### src/rtl/alu_seq_pkg.sv
// Shared types for the sequential ALU: op and FSM state encodings plus a width helper.
package alu_seq_pkg;

  typedef enum logic [2:0] {
    OP_AND = 3'b000,
    OP_ADD = 3'b001,
    OP_SUB = 3'b010,
    OP_SLT = 3'b011,
    OP_SRL = 3'b100,
    OP_SRA = 3'b101,
    OP_SLL = 3'b110,
    OP_MUL = 3'b111
  } alu_op_e;

  typedef enum logic [1:0] {
    ST_IDLE  = 2'd0,
    ST_SHIFT = 2'd1,
    ST_MUL   = 2'd2
  } alu_state_e;

  localparam int DEFAULT_WIDTH = 32;

  function automatic int shamt_width(input int width);
    return $clog2(width);
  endfunction

endpackage

### src/rtl/alu_shift_unit.sv
// Iterative shifter: moves at most SHIFT_STEP bit positions per cycle until the
// loaded amount is exhausted; done/result show the value produced by the final step.
module alu_shift_unit
  import alu_seq_pkg::*;
#(
  parameter int WIDTH      = 32,
  parameter int SHIFT_STEP = 4
) (
  input  logic                            clk,
  input  logic                            rst_n,
  input  logic                            start,
  input  alu_op_e                         op,
  input  logic [WIDTH-1:0]                data,
  input  logic [shamt_width(WIDTH)-1:0]   amount,
  output logic                            done,
  output logic [WIDTH-1:0]                result
);

  localparam int SW = shamt_width(WIDTH);
  // One extra bit so a SHIFT_STEP equal to WIDTH is still representable.
  localparam int CW = SW + 1;
  localparam logic [CW-1:0] STEP_C = CW'(SHIFT_STEP);

  logic [WIDTH-1:0] data_q, data_d;
  logic [CW-1:0]    rem_q, rem_d;
  logic             fill_q, fill_d;
  logic             left_q, left_d;
  logic [CW-1:0]    step;
  logic [WIDTH-1:0] shifted;

  always_comb begin
    data_d = data_q;
    rem_d  = rem_q;
    fill_d = fill_q;
    left_d = left_q;

    step = (rem_q > STEP_C) ? STEP_C : rem_q;
    if (left_q) begin
      shifted = data_q << step;
    end else begin
      shifted = (data_q >> step) | (fill_q ? ~({WIDTH{1'b1}} >> step) : '0);
    end

    done   = (rem_q != '0) && (rem_q <= STEP_C);
    result = shifted;

    if (start) begin
      data_d = data;
      rem_d  = {1'b0, amount};
      fill_d = (op == OP_SRA) && data[WIDTH-1];
      left_d = (op == OP_SLL);
    end else if (rem_q != '0) begin
      data_d = shifted;
      rem_d  = rem_q - step;
    end
  end

  always_ff @(posedge clk) begin
    if (!rst_n) begin
      data_q <= '0;
      rem_q  <= '0;
      fill_q <= 1'b0;
      left_q <= 1'b0;
    end else begin
      data_q <= data_d;
      rem_q  <= rem_d;
      fill_q <= fill_d;
      left_q <= left_d;
    end
  end

endmodule

### src/rtl/alu_seq.sv
// Handshaked ALU with a one-deep result register and multi-cycle shifts.
// Define ALU_SEQ_MUL_EN to turn op 111 into a radix-2 unsigned multiply.
module alu_seq
  import alu_seq_pkg::*;
#(
  parameter int WIDTH      = DEFAULT_WIDTH,
  parameter int SHIFT_STEP = 4
) (
  input  logic             clk,
  input  logic             rst_n,
  input  logic             in_valid,
  output logic             in_ready,
  input  logic [2:0]       in_op,
  input  logic [WIDTH-1:0] in_x,
  input  logic [WIDTH-1:0] in_y,
  output logic             out_valid,
  input  logic             out_ready,
  output logic [WIDTH-1:0] out_z,
  output logic             out_zero,
  output logic             out_equal,
  output logic             out_overflow,
  output logic             out_illegal,
  output logic             busy
);

  localparam int SW = shamt_width(WIDTH);

  alu_state_e       state_q, state_d;
  alu_op_e          op;
  logic [SW-1:0]    shamt;
  logic             accept, is_shift, shift_start, mul_start, single_load;
  logic [WIDTH-1:0] sum, diff, z_now;
  logic             ovf_now, ill_now, eq_now, lt_now;

  logic             out_valid_q, out_valid_d;
  logic [WIDTH-1:0] out_z_q, out_z_d;
  logic             out_zero_q, out_zero_d;
  logic             out_equal_q, out_equal_d;
  logic             out_ovf_q, out_ovf_d;
  logic             out_ill_q, out_ill_d;
  logic             pend_eq_q, pend_eq_d;

  logic             sh_done;
  logic [WIDTH-1:0] sh_result;

  assign in_ready = rst_n && (state_q == ST_IDLE) && (!out_valid_q || out_ready);
  assign accept   = in_valid && in_ready;
  assign busy     = (state_q != ST_IDLE);

  always_comb begin
    op       = alu_op_e'(in_op);
    shamt    = in_y[SW-1:0];
    is_shift = (op == OP_SRL) || (op == OP_SRA) || (op == OP_SLL);
    sum      = in_x + in_y;
    diff     = in_x - in_y;
    lt_now   = $signed(in_x) < $signed(in_y);
    z_now    = '0;
    ovf_now  = 1'b0;
    ill_now  = 1'b0;
    case (op)
      OP_AND: z_now = in_x & in_y;
      OP_ADD: begin
        z_now   = sum;
        ovf_now = (in_x[WIDTH-1] == in_y[WIDTH-1]) && (sum[WIDTH-1] != in_x[WIDTH-1]);
      end
      OP_SUB: begin
        z_now   = diff;
        ovf_now = (in_x[WIDTH-1] != in_y[WIDTH-1]) && (diff[WIDTH-1] != in_x[WIDTH-1]);
      end
      OP_SLT: z_now = {{(WIDTH-1){1'b0}}, lt_now};
      OP_SRL, OP_SRA, OP_SLL: z_now = in_x;  // zero-amount shifts pass x through
`ifdef ALU_SEQ_MUL_EN
      OP_MUL: z_now = '0;
`else
      OP_MUL: ill_now = 1'b1;
`endif
      default: z_now = '0;
    endcase
    eq_now = (in_x == in_y) && !ill_now;
  end

  assign shift_start = accept && is_shift && (shamt != '0);
`ifdef ALU_SEQ_MUL_EN
  assign mul_start   = accept && (op == OP_MUL);
`else
  assign mul_start   = 1'b0;
`endif
  assign single_load = accept && !shift_start && !mul_start;

  alu_shift_unit #(
    .WIDTH      (WIDTH),
    .SHIFT_STEP (SHIFT_STEP)
  ) u_shift (
    .clk    (clk),
    .rst_n  (rst_n),
    .start  (shift_start),
    .op     (op),
    .data   (in_x),
    .amount (shamt),
    .done   (sh_done),
    .result (sh_result)
  );

`ifdef ALU_SEQ_MUL_EN
  localparam int CNTW = SW + 1;

  logic [WIDTH-1:0] mul_hi_q, mul_hi_d, mul_lo_q, mul_lo_d, mul_x_q, mul_x_d;
  logic [CNTW-1:0]  mul_cnt_q, mul_cnt_d;
  logic [WIDTH-1:0] mul_sum, mul_hi_n, mul_lo_n, mul_z;
  logic             mul_carry, mul_done, mul_ovf;

  // Right-shifting product register: {hi, lo} starts as {0, y} and ends as x*y.
  always_comb begin
    {mul_carry, mul_sum} = {1'b0, mul_hi_q} + (mul_lo_q[0] ? {1'b0, mul_x_q} : '0);
    mul_hi_n  = {mul_carry, mul_sum[WIDTH-1:1]};
    mul_lo_n  = {mul_sum[0], mul_lo_q[WIDTH-1:1]};
    mul_done  = (state_q == ST_MUL) && (mul_cnt_q == CNTW'(1));
    mul_z     = mul_lo_n;
    mul_ovf   = (mul_hi_n != '0);
    mul_hi_d  = mul_hi_q;
    mul_lo_d  = mul_lo_q;
    mul_x_d   = mul_x_q;
    mul_cnt_d = mul_cnt_q;
    if (mul_start) begin
      mul_hi_d  = '0;
      mul_lo_d  = in_y;
      mul_x_d   = in_x;
      mul_cnt_d = CNTW'(WIDTH);
    end else if (state_q == ST_MUL) begin
      mul_hi_d  = mul_hi_n;
      mul_lo_d  = mul_lo_n;
      mul_cnt_d = mul_cnt_q - CNTW'(1);
    end
  end

  always_ff @(posedge clk) begin
    if (!rst_n) begin
      mul_hi_q  <= '0;
      mul_lo_q  <= '0;
      mul_x_q   <= '0;
      mul_cnt_q <= '0;
    end else begin
      mul_hi_q  <= mul_hi_d;
      mul_lo_q  <= mul_lo_d;
      mul_x_q   <= mul_x_d;
      mul_cnt_q <= mul_cnt_d;
    end
  end
`endif

  always_comb begin
    state_d = state_q;
    case (state_q)
      ST_IDLE: begin
        if (shift_start) state_d = ST_SHIFT;
        else if (mul_start) state_d = ST_MUL;
      end
      ST_SHIFT: if (sh_done) state_d = ST_IDLE;
`ifdef ALU_SEQ_MUL_EN
      ST_MUL: if (mul_done) state_d = ST_IDLE;
`endif
      default: state_d = ST_IDLE;
    endcase
  end

  // Output register: drains on out_ready, and a load on the same edge wins.
  always_comb begin
    out_valid_d = out_valid_q && !out_ready;
    out_z_d     = out_z_q;
    out_zero_d  = out_zero_q;
    out_equal_d = out_equal_q;
    out_ovf_d   = out_ovf_q;
    out_ill_d   = out_ill_q;
    pend_eq_d   = accept ? eq_now : pend_eq_q;
    if (single_load) begin
      out_valid_d = 1'b1;
      out_z_d     = z_now;
      out_zero_d  = (z_now == '0) && !ill_now;
      out_equal_d = eq_now;
      out_ovf_d   = ovf_now;
      out_ill_d   = ill_now;
    end else if ((state_q == ST_SHIFT) && sh_done) begin
      out_valid_d = 1'b1;
      out_z_d     = sh_result;
      out_zero_d  = (sh_result == '0);
      out_equal_d = pend_eq_q;
      out_ovf_d   = 1'b0;
      out_ill_d   = 1'b0;
    end
`ifdef ALU_SEQ_MUL_EN
    else if (mul_done) begin
      out_valid_d = 1'b1;
      out_z_d     = mul_z;
      out_zero_d  = (mul_z == '0);
      out_equal_d = pend_eq_q;
      out_ovf_d   = mul_ovf;
      out_ill_d   = 1'b0;
    end
`endif
  end

  always_ff @(posedge clk) begin
    if (!rst_n) begin
      state_q     <= ST_IDLE;
      out_valid_q <= 1'b0;
      out_z_q     <= '0;
      out_zero_q  <= 1'b0;
      out_equal_q <= 1'b0;
      out_ovf_q   <= 1'b0;
      out_ill_q   <= 1'b0;
      pend_eq_q   <= 1'b0;
    end else begin
      state_q     <= state_d;
      out_valid_q <= out_valid_d;
      out_z_q     <= out_z_d;
      out_zero_q  <= out_zero_d;
      out_equal_q <= out_equal_d;
      out_ovf_q   <= out_ovf_d;
      out_ill_q   <= out_ill_d;
      pend_eq_q   <= pend_eq_d;
    end
  end

  assign out_valid    = out_valid_q;
  assign out_z        = out_z_q;
  assign out_zero     = out_zero_q;
  assign out_equal    = out_equal_q;
  assign out_overflow = out_ovf_q;
  assign out_illegal  = out_ill_q;

endmodule

### config.mk
export PLATFORM = sky130hd
export DESIGN_NAME = alu_seq
export DESIGN_NICKNAME = d
export VERILOG_FILES = /design/src/rtl/alu_seq_pkg.sv /design/src/rtl/alu_shift_unit.sv /design/src/rtl/alu_seq.sv
export SDC_FILE = /design/constraint.sdc
export NUM_CORES = 1
export LEC_CHECK = 0
export BUFFER_PORTS_ARGS = -buffer_cell sky130_fd_sc_hd__clkbuf_2
export CAP_MARGIN = 20
export CORE_MARGIN = 3
export CORE_UTILIZATION = 65
export DETAILED_ROUTE_END_ITERATION = 12
export PLACE_DENSITY = 0.86
export SLEW_MARGIN = 20
export SYNTH_ARGS = -nofsm -noshare
export SYNTH_HDL_FRONTEND = slang
export SYNTH_HIERARCHICAL = 1
export SYNTH_SLANG_ARGS = --single-unit
### constraint.sdc
create_clock -name clk -period 9.5 [get_ports clk]
set_input_delay 0.475 -clock clk [delete_from_list [all_inputs] [get_ports clk]]
set_output_delay 0.475 -clock clk [all_outputs]
set_load 0.005 [all_outputs]
# Word-level counts from Yosys, hierarchy flattened
# Index checks and enable logic that the tools add are counted.
# word_totals
regBits	80
latch_bits	0
ram_bits	0
mem_bits_ro	0
inputBits	71
output_inout_bits	39
mem_count	0
# op_classes
addsub	3
mul	0
n_div	0
order_cmp	3
eq_ne	15
n_shift	3
muxes	24
n_bitwise	4
reduce_logical	33
# ops
operator	count
$mux W32	6
$pmux W32 S5	1
$logic_not A32 Y1	2
$add A32 B32 Y32	1
$and A32 B32 Y32	1
$eq A32 B32 Y1	1
$lt A32 B32 Y1	1
$not A32 Y32	1
$or A32 B32 Y32	1
$shl A32 B6 Y32	1
$shr A32 B6 Y32	1
$shr A32 B6 Y32 const A	1
$sub A32 B32 Y32	1
$logic_and A1 B1 Y1	14
$eq A3 B3 Y1 const B	4
$mux W1	10
$mux W5	2
$eq A3 B2 Y1 const B	2
$gt A6 B3 Y1 const B	1
$le A6 B3 Y1 const B	1
$mux W6	1
$reduce_bool A2 Y1	3
$reduce_bool A6 Y1	1
$sub A6 B6 Y6	1
other kinds (17)	26

# Logic depth before layout (Yosys ltp)
# logic_depth
ltp_word	10
depth_mapped	15
ltp_nobuf	14

# Hierarchy
# Netlist, hierarchy kept.
# by_module_without_submodules
mod	instances	cells_each	area_each_um2
alu_seq	1	966	7170.6
alu_shift_unit	1	602	4240.3

# Least setup slack after synthesis
# Ideal clock, no wire load.
# synth_timing
path_type	input to register
from	input port in_x[0]
to	register out_zero_q, in the netlist out_zero
setup_time_ps	96
arrival_ps	3323
required_time_ps	9404
setup_slack_ps	6081
cell_stages	14
n_path_buf	0
cell_sequence	ha_1 > inv_1 > fa_1 > o21bai_2 > o2111ai_2 > a21oi_4 > o21ai_2 > a21o_1 > a221o_1 > a222oi_1 > nor4b_2 > and4_1 > nand4_1 > o41ai_2
# synth_via
elab_chain_cells	5
word_cells_on_any_way	8
classes_between	add/sub: 2; order compare: 1; mux: 2; bitwise: 1; reduce/logical: 2
# synth_rtl
item	line_no	rtl
start: declaration	alu_seq.sv:14	input logic [WIDTH-1:0] in_x,
$sub A32 B32 Y32, or another cell as far along	alu_seq.sv:55	diff = in_x - in_y;
$pmux W32 S5 (*)	alu_seq.sv:60	case (op)
$logic_not A32 Y1 (*)	alu_seq.sv:178	out_zero_d = (z_now == '0) && !ill_now;
$logic_and A1 B1 Y1 (*)	alu_seq.sv:178	
$mux W1 (*)	alu_seq.sv:175	if (single_load) begin
end signal: assignment	alu_seq.sv:216	out_zero_q <= out_zero_d;
end: declaration	alu_seq.sv:37	logic out_zero_q, out_zero_d;
# Mark *: on every way between the ends. The rest lies on a longest branch, timed or not.
# A chain may end at the register's enable or synchronous reset.

# Final worst setup path
# layout_timing
from	register u_shift.rem_q[4]
to	register out_zero_q, in the netlist out_zero
# layout_via
elab_chain_cells	10
word_cells_on_any_way	17
classes_between	order compare: 2; shift: 3; mux: 5; bitwise: 2; reduce/logical: 5
# layout_rtl
item	line_no	rtl
start: declaration	alu_shift_unit.sv:25	logic [CW-1:0] rem_q, rem_d;
start signal: assignment	alu_shift_unit.sv:66	rem_q <= rem_d;
$gt A6 B3 Y1	alu_shift_unit.sv:37	step = (rem_q > STEP_C) ? STEP_C : rem_q;
$mux W6 (*)	alu_shift_unit.sv:37	
$shr A32 B6 Y32	alu_shift_unit.sv:41	shifted = (data_q >> step) | (fill_q ? ~({WIDTH{1'b1}} >> step) : '0);
$not A32 Y32	alu_shift_unit.sv:41	
$mux W32	alu_shift_unit.sv:41	
$or A32 B32 Y32	alu_shift_unit.sv:41	
$mux W32 (*)	alu_shift_unit.sv:38	if (left_q) begin
net sh_result[12]	alu_seq.sv:44	logic [WIDTH-1:0] sh_result;
$logic_not A32 Y1 (*)	alu_seq.sv:185	out_zero_d = (sh_result == '0);
$mux W1 (*)	alu_seq.sv:182	end else if ((state_q == ST_SHIFT) && sh_done) begin
$mux W1 (*)	alu_seq.sv:175	
# The timed path passes the listed nets; every way through them passes the cells marked *. The select of a mux whose other input is x is not followed.

==> results.md <==
* Outcome: complete, no violations
* Initial drt markers at 2272
* Final wirelength at 43200 um
* Design Area, Final at 12000 um^2
* Skew final at 0.00929 ns
* Placer Congestion at 1.05
* Mux cell area share after synthesis at 3.11%
* Hpwl dp at 31500 um
* Critical path startpoint category: register
* DIE HEIGHT at 138 um
* Pwr dens at 185 nW/um^2
* Vias in the first global route at 12.2k
* Post-CTS Setup Repair Bufs at 0
* Largest family of logic cells by synthesized area: compound AO/OA/AOI/OAI gates
* Register area share after synthesis at 13.9%
* Largest net degree at the start of global routing at 78
* Final ANT Viol Nets at 0
* WS Path Type: reg -> reg
* Vias/cell at 7.57
* DR vias at 13.6k
* Post-synthesis adder-cell area fraction at 7.48%
* Fin worst setup slack at 5.23 ns
* Final period util at 45.0%
* Die W at 138 um
* Largest cells by area after synthesis: dfxtp_1 14%, ha_1 7.1%, a21oi_1 5.8%
* Initial antenna violation count at 3
* Leading cell types in the layout, fill and taps excluded: 133 x a21oi_1, 131 x nand2_1, 109 x nor2_1, 109 x clkbuf_2, 95 x o21ai_0
* Cells after DPL at 1785
* # diodes at 0
* Simple-gate area share of the yosys netlist at 24.7%
* Placement Cell Area at 11700 um^2
* Final Net Count at 1714
* Die area at 19200 um^2
* Routed len/inst at 24.0 um
* Beginning of the critical path: u_shift/rem_q[4]
* Max VDD drop at 0.339 mV
* CTS Hold Bufs at 0
* Max H-tree Level at 3
* FF-to-FF Start: u_shift/rem_q[4]
* Psw at 1.13 mW
* Clock network fraction of total power at 16.1%
* Req. time, crit path at 9.74 ns
* Min-delay src: pend_eq_q
* Critical path arrival at 4.51 ns
* Synth Area in XOR/XNOR at 0.461%
* Fraction of layout instances using a drive strength above 1 at 16.3%
* Pre-CTS WS at 5.32 ns
* Post-synthesis register bit count at 79
* Syn Nets at 1706
* Max FO, Critical Path at 77
* Worst slew margin at 25.1%
* Total grt overflow at 0
* Initial core utilization at 67.6%
* IO Pins at 110
* Clk Latency, worst-skew pair at 0.34 ns
* Synth Area per Inst at 7.28 um^2
* Synth warnings at 6
* Row Count at 47
* Setup violators final at 0
* Detailed-route DRC error count at 0
* Compound-gate portion of the synthesized area at 41.4%
* Lkg Pwr at 4.86 nW
* Core region area at 16900 um^2
* Synth Flop Type: dfxtp_1
* Sequential power share at 22.4%
* Resize count post-CTS at 0
* Non-filler cells, final at 1801
* Max-cap violations at 0
* Unrepaired setup endpoints after global routing: no
* CTS buffer count at 9
* Slew @ Worst Pin at 1.12 ns
* Max Root-Sink Buffers at 2
* EDFF count, synth at 0
* Most common cell after layout, fill and taps aside: a21oi_1
* Logic pwr share at 61.5%
* Final Hold Vio Count at 0
* Fillers at 1444
* Root Driver: clkbuf_16
* Gate Count Post-Synth at 1568
* P_int at 1.09 mW
* Area delta synth->final at 4.88%
* Pwr Total at 2.22 mW
* Clock Sink Count at 79
* Max-slew violations at 0
* Setup TNS Final at 0 ns
* Yosys top cell by area: dfxtp_1
* Synth cell types at 132
* Top-area cell type share of the netlist area at 13.9%
* Cell Area, Synth at 11400 um^2
* Min cycle time layout at 4.27 ns
* Number of port buffers at 109
* Clock slew at reported path FFs at 0.07 ns
* Switching Share at 50.9%
* Hold Crit Class: reg -> reg
* First-pass GRT wire length at 66400 um
* Fmax achieved at 234 MHz
* Fraction of registers with async set/reset at 0%
* CTS tree: yes
* Tot GR Track Use at 41.4%
* Kind of end point of the critical path: register
* TritonRoute pass-1 iters at 7
## stage by stage
step                util (%)  hold WS, ns
floorplan                  -        0.440
global placement        69.1        0.450
detailed placement      69.1        0.466
CTS                     70.9        0.463
global route            70.9        0.477
finish                  70.9        0.476
## synthesized netlist by cell type (14+ instances only)
cell	count
a21o_1	26
and3_1	23
nor2_1	110
dfxtp_1	79
a21oi_1	133
ha_1	65
o32ai_1	14
clkbuf_1	63
o21a_1	15
nand3_1	50
o21ba_2	16
inv_1	66
buf_2	30
nor4_1	20
a211oi_1	35
o22ai_1	18
o211ai_1	25
a22oi_1	32
nor3_1	57
mux2i_1	22
a221oi_1	19
and2_1	18
o21ai_0	95
nand4_1	24
or3_1	15
nand2_1	131
nor2b_1	22
## registers in the layout (all words and copies together), names as in the netlist
name	count
out_illegal	1
pend_eq_q	1
u_shift/data_q	32
out_equal	1
out_z	32
out_overflow	1
u_shift/fill_q	1
state_q	1
u_shift/rem_q	6
u_shift/left_q	1
out_valid	1
out_zero	1
## logic make-up (layout without fill, tap and decap cells)
| group | Yosys count | in the layout |
|---|---|---|
| muxes | 33 | 33 |
| AOI/OAI and AO/OA | 641 | 641 |
| DFF | 79 | 79 |
| xor gates and xnor gates | 6 | 6 |
| adders and majority gates | 67 | 67 |
| other | 1 | 1 |
| and+or+nand+nor | 539 | 539 |
| buffers and inverters | 202 | 215 |
## per-layer routing
metal	share of wire, %	vias to the layer above	track usage, %
li1	-	6024	-
met1	38	6269	55.7
met2	44	1139	64.7
met3	13	189	7.70
met4	5.2	4	18.7
met5	0.074	-	0
## critical path, cell delays in order, from the launching register on
cell       delay, ns
dfxtp_1         0.44
nor4_4          0.30
buf_4           0.65
nand2_1         0.45
buf_4           0.38
a211oi_1        0.30
a211o_1         0.17
o2111ai_1       0.22
nor4_1          0.42
nand4_1         0.25
o31ai_1         0.29
nand3_1         0.16
o41ai_2         0.09
## final timing paths
| check | to | slack [ns] | depth (start not counted) |
|---|---|---|---|
| max | out_zero | 5.23 | 12 |
| min | pend_eq_q | 0.48 | 2 |
| max reg2reg | out_zero | 5.23 | 12 |
| min reg2reg | pend_eq_q | 0.48 | 2 |
## layout make-up
cell class	instances	area [um^2]	area share, %
multi-input cells	1287	8840	73.9
flip-flops and latches	79	1580	13.2
repair buffers	129	696	5.81
well taps	220	275	2.30
inverters	70	265	2.22
clock buffers	12	256	2.14
clock inverters	4	53.8	0.450
## power by group through the flow
stage                     clock network [mW]  registers (mW)  logic [mW]
after floorplan                            0           0.450       0.997
after global placement                     0           0.495        1.28
after detailed placement                   0           0.494        1.28
after CTS                              0.358           0.487        1.30
after global routing                   0.373           0.500        1.44
final                                  0.357           0.496        1.36
(Power assumes the default switching activity.)
